### src/rtl/inst_queue.sv
// Dual-issue instruction buffer between fetch and id1/issue: up to two pushes and two pops per cycle.
// Optional feature macro: INST_QUEUE_BYPASS_EN (empty-queue push-to-read combinational bypass).
module inst_queue #(
    parameter int DEPTH = 16
) (
    input  logic                       clk,
    input  logic                       rst,
    input  logic                       flush,
    input  logic                       stall,
    input  logic                       w_ena1,
    input  logic                       w_ena2,
    input  logic [31:0]                w_pc1,
    input  logic [31:0]                w_pc2,
    input  logic [31:0]                w_inst1,
    input  logic [31:0]                w_inst2,
    output logic                       full,
    output logic                       empty,
    output logic [$clog2(DEPTH):0]     count,
    input  logic                       r_ena1,
    input  logic                       r_ena2,
    output logic                       r_valid1,
    output logic                       r_valid2,
    output logic [31:0]                r_pc1,
    output logic [31:0]                r_pc2,
    output logic [31:0]                r_inst1,
    output logic [31:0]                r_inst2
);

    localparam int PTR_W = $clog2(DEPTH);
    localparam int CNT_W = PTR_W + 1;

    logic [PTR_W-1:0] head_q, head_d, tail_q, tail_d;
    logic [PTR_W-1:0] head_p1_s, tail_p1_s;
    logic [CNT_W-1:0] count_q, count_d;
    logic [31:0]      pc_mem_q   [DEPTH];
    logic [31:0]      inst_mem_q [DEPTH];
    logic             full_s;
    logic [1:0]       nw_s, np_s;
    logic             we1_s, we2_s;

    assign full_s    = (count_q > CNT_W'(DEPTH - 2));
    assign full      = full_s;
    assign empty     = (count_q == CNT_W'(0));
    assign count     = count_q;
    assign head_p1_s = head_q + PTR_W'(1);
    assign tail_p1_s = tail_q + PTR_W'(1);

    // Read-side valids and data; data is forced to zero whenever its valid is low.
    always_comb begin
        r_valid1 = (count_q >= CNT_W'(1));
        r_valid2 = (count_q >= CNT_W'(2));
        r_pc1    = r_valid1 ? pc_mem_q[head_q]      : 32'h0000_0000;
        r_inst1  = r_valid1 ? inst_mem_q[head_q]    : 32'h0000_0000;
        r_pc2    = r_valid2 ? pc_mem_q[head_p1_s]   : 32'h0000_0000;
        r_inst2  = r_valid2 ? inst_mem_q[head_p1_s] : 32'h0000_0000;
`ifdef INST_QUEUE_BYPASS_EN
        // Empty queue: present the incoming pushes directly to issue.
        if ((count_q == CNT_W'(0)) && !flush) begin
            r_valid1 = w_ena1;
            r_valid2 = w_ena1 & w_ena2;
            r_pc1    = r_valid1 ? w_pc1   : 32'h0000_0000;
            r_inst1  = r_valid1 ? w_inst1 : 32'h0000_0000;
            r_pc2    = r_valid2 ? w_pc2   : 32'h0000_0000;
            r_inst2  = r_valid2 ? w_inst2 : 32'h0000_0000;
        end else begin
            r_valid1 = r_valid1;
            r_valid2 = r_valid2;
        end
`endif
    end

    // Accepted push/pop counts and next pointer/occupancy state.
    always_comb begin
        nw_s    = 2'd0;
        np_s    = 2'd0;
        we1_s   = 1'b0;
        we2_s   = 1'b0;
        head_d  = head_q;
        tail_d  = tail_q;
        count_d = count_q;
        if (full_s) begin
            nw_s = 2'd0;
        end else begin
            nw_s = {1'b0, w_ena1} + {1'b0, w_ena1 & w_ena2};
        end
        if (stall) begin
            np_s = 2'd0;
        end else begin
            np_s = {1'b0, r_ena1 & r_valid1} + {1'b0, r_ena1 & r_ena2 & r_valid2};
        end
        // A popped bypass entry is still written, but head skips past it, so it is never seen again.
        if (flush) begin
            head_d  = {PTR_W{1'b0}};
            tail_d  = {PTR_W{1'b0}};
            count_d = {CNT_W{1'b0}};
        end else begin
            we1_s   = (nw_s != 2'd0);
            we2_s   = (nw_s == 2'd2);
            head_d  = head_q + PTR_W'(np_s);
            tail_d  = tail_q + PTR_W'(nw_s);
            count_d = count_q + CNT_W'(nw_s) - CNT_W'(np_s);
        end
    end

    // Pointer and occupancy registers.
    always_ff @(posedge clk or posedge rst) begin
        if (rst) begin
            head_q  <= {PTR_W{1'b0}};
            tail_q  <= {PTR_W{1'b0}};
            count_q <= {CNT_W{1'b0}};
        end else begin
            head_q  <= head_d;
            tail_q  <= tail_d;
            count_q <= count_d;
        end
    end

    // Entry storage; contents are intentionally not reset.
    always_ff @(posedge clk) begin
        if (we1_s) begin
            pc_mem_q[tail_q]   <= w_pc1;
            inst_mem_q[tail_q] <= w_inst1;
        end
        if (we2_s) begin
            pc_mem_q[tail_p1_s]   <= w_pc2;
            inst_mem_q[tail_p1_s] <= w_inst2;
        end
    end

endmodule

### config.mk
export PLATFORM = sky130hd
export DESIGN_NAME = inst_queue
export DESIGN_NICKNAME = d
export VERILOG_FILES = /design/src/rtl/inst_queue.sv
export SDC_FILE = /design/constraint.sdc
export NUM_CORES = 2
export LEC_CHECK = 0
export CAP_MARGIN = 20
export CORE_ASPECT_RATIO = 0.6
export CORE_MARGIN = 1.5
export CORE_UTILIZATION = 67
export DETAILED_ROUTE_END_ITERATION = 16
export PLACE_DENSITY = 0.87
export SLEW_MARGIN = 20
export SYNTH_ARGS = -nofsm -noshare
export SYNTH_HDL_FRONTEND = slang
export SYNTH_SLANG_ARGS = --single-unit
### constraint.sdc
create_clock -name clk -period 22.7 [get_ports clk]
set_input_delay 4.54 -clock clk [delete_from_list [all_inputs] [get_ports clk]]
set_output_delay 4.54 -clock clk [all_outputs]
set_load 0.01 [all_outputs]
==> flow_summary_export.csv <==
group,metric,value,unit
outcome,outcome,"completed",
clocking,tritoncts,"built",
synthesis,ys_types,46,
critical_path,worst_ep_required_time,18.16,ns
power_and_ir_drop,power_density,87.4,nW/µm²
clocking,cts_buffers,96,
synthesis,syn_nets,3938,
clocking,htree_levels,3,
global_route,antenna_found_initial,23,
clocking,cts_resized,0,
synthesis,syn_inst,3783,
critical_path,cp-startpoint,"head_q[1]$_DFF_PP0_",
critical_path,cp-endpoint,"r_pc2[4]",
layout,multiInputGateArea,28200,µm²
placement,port_buffers,272,
power_and_ir_drop,vdd_ir_drop_max,0.0000774,V
synthesis,synth_warnings,0,
critical_path,r2r_start,"count[4]$_DFF_PP0_",
synthesis,synth_edf_count,1024,
detailed_routing,via_count,39400,
die,dieArea,92900,µm²
clocking,postCtsSetupRepairBufs,0,
layout,finish.utilization,75.1,%
detailed_routing,drt_iter0_drc,6343,
layout,final_cell_mix,"edfxtp_1 (1024), mux2_2 (975), mux4_2 (512)",
critical_path,worstSetupEndpointType,"primary output",
critical_path,start_kind,"flop",
synthesis,synth.cell_area,61000,µm²
placement,dp_cells,4928,
run,maxCapViolCount,0,
placement,gp_congestion,0.885,
sta,setup_viol,0,
die,die_w,392,µm
die,fp-row-count,85,
power_and_ir_drop,switchingPower,1.80,mW
sta,whs,0.703,ns
power_and_ir_drop,seq_power_share,37.3,%
power_and_ir_drop,clock_power_share,28.2,%
clocking,hold_buffers,0,
layout,final_common_cell,"edfxtp_1",
power_and_ir_drop,switching_share,30.5,%
sta,setup_tns,0,ns
synthesis,synth_ff_type,"edfxtp_1",
clocking,cts.sink_count,1037,
detailed_routing,routed_wl,186000,µm
sta,fmax,85.6,MHz
layout,final-seq-area,31100,µm²
critical_path,critPathKind,"reg2out",
sta,rsz0062_at_grt,"no",
detailed_routing,drc,0,
critical_path,reg2reg_to,"pc_mem_q[15][27]$_DFFE_PP_",
sta,fin_skew,0.0385,ns
synthesis,ys_async_sr_fraction,1.25,%
detailed_routing,vias_per_cell,7.69,
detailed_routing,antenna_left,0,
hold_path,worstHoldPathType,"reg2reg",
critical_path,r2r_slack,17.44,ns
sta,finalHoldViolCount,0,
synthesis,ys_top_cells_by_area,"edfxtp_1 (50%), mux4_2 (19%), mux2_2 (18%)",
global_route,grt_start_max_net_pins,131,
layout,fin_cells,5125,
clocking,cts_buffer_depth,3,
synthesis,yosysTopAreaCell,"edfxtp_1",
global_route,grt_overflow,0,
power_and_ir_drop,internal_power,4.10,mW
layout,fillers,5214,
global_route,grt_pass1_vias,38900,
sta,period_share,51.4,%
critical_path,path_max_fanout,71,
critical_path,worstPathArrival,7.14,ns
clocking,clk_pin_slew,0.06,ns
power_and_ir_drop,comb_power_share,34.6,%
synthesis,synth-seq-cells,1037,
die,io_pins,273,
sta,post-route-min-period,11.68,ns
critical_path,reg2regPathDepth,9,
clocking,root_buffer,"clkbuf_16",
placement,dp_hpwl,101000,µm
sta,slew_violations,0,
power_and_ir_drop,finalPower,5.90,mW
layout,area_growth,10.7,%
synthesis,syn_area_per_cell,16.1,µm²
layout,drive_gt1_share,46.5,%
die,die_y,237,µm
global_route,grt_pass1_wl,271000,µm
power_and_ir_drop,cellLeakagePower,21.3,nW
clocking,clk_latency,0.71,ns
layout,nNetsFinal,3965,
synthesis,synth_top_cell_area_share,50.4,%
die,fp.coreArea,89900,µm²
global_route,grtUsageTotal,40.6,%
detailed_routing,routedWlPerCell,36.3,µm
detailed_routing,first_pass_iters,8,
die,initial_core_util,67.8,%
sta,tightest_slew,1.21,ns
sta,relSlewSlack,19.3,%
synthesis,ys_seq_area_share,51.0,%
-- power groups by stage --
stage	clock network, mW	logic (mW)	registers (mW)
after floorplan	0	1.28	2.22
after global placement	0	1.97	2.24
after detailed placement	0	2.00	2.24
after CTS	1.66	2.01	2.20
after global routing	1.73	2.13	2.20
final	1.66	2.04	2.20
-- critical path, cell delays in order (launching register included) --
cell and delay, ns:
dfrtp_4 1.07, ha_4 0.85, buf_4 0.95, buf_4 1.04, buf_4 0.95, mux4_2 0.38, mux2i_1 0.10, o22ai_1 0.39
clkdlybuf4s50_1 0.62
-- metrics by stage --
stage               instance area (µm²)  worst slack [ns]
floorplan                         61000             12.11
global placement                  64300             11.94
detailed placement                64300             11.85
CTS                               67400             11.09
global route                      67500             10.83
finish                            67500             11.02
-- synth_stat cells (all sizes together), types with 3 or more instances --
cell type	n
nand3	3
and3	4
buf	167
nand4b	4
dfrtp	13
nor2	12
nor2b	12
nor3	8
a21oi	6
a22o	64
inv	15
nand2	389
edfxtp	1024
xor2	3
ha	15
or2	3
fa	4
o21ai	5
nand2b	4
clkbuf	264
o21bai	12
mux4	512
o22ai	64
xnor2	5
mux2i	128
mux2	1024
-- logic make-up after synthesis --
logic type	count (synthesis)	synth area share, %
muxes	1664	40.2
DFF	1037	51.0
and+or+nand+nor	452	3.03
buffers and inverters	446	3.23
AOI/OAI and AO/OA	157	1.99
adders and majority gates	19	0.439
xor gates and xnor gates	8	0.115
-- worst min-delay path by stage --
stage	start	end	slack (ns)	cells after the start
after global placement	tail_q[3]$_DFF_PP0_	tail_q[3]$_DFF_PP0_	0.63	2
after CTS	tail_q[3]$_DFF_PP0_	tail_q[3]$_DFF_PP0_	0.68	2
final	tail_q[3]$_DFF_PP0_	tail_q[3]$_DFF_PP0_	0.70	2
after global routing	tail_q[3]$_DFF_PP0_	tail_q[3]$_DFF_PP0_	0.70	2
after detailed placement	tail_q[2]$_DFF_PP0_	tail_q[2]$_DFF_PP0_	0.67	2
after floorplan	tail_q[3]$_DFF_PP0_	tail_q[3]$_DFF_PP0_	0.58	2
-- sequential cells by signal, summed over array words and instances (netlist names) --
register and flops:
inst_mem_q 512, pc_mem_q 512, count 5, head_q 4
tail_q 4
-- per-layer routing --
layer	up-vias	routed length (µm)	GRT usage, %
li1	15300	-	-
met1	19900	64400	57.4
met2	3582	83500	59.1
met3	630	29900	13.0
met4	12	8230	16.0
met5	-	71	0.312
-- area by class of cell --
| cell class | instances | area share, % |
|---|---|---|
| clock buffers | 119 | 3.84 |
| well taps | 1218 | 2.26 |
| flip-flops and latches | 1037 | 46.1 |
| multi-input cells | 2300 | 41.8 |
| inverters | 15 | 0.0834 |
| clock inverters | 59 | 0.764 |
| diodes | 17 | 0.0630 |
| repair buffers | 360 | 5.10 |
Power figures use the tool's default switching activity.
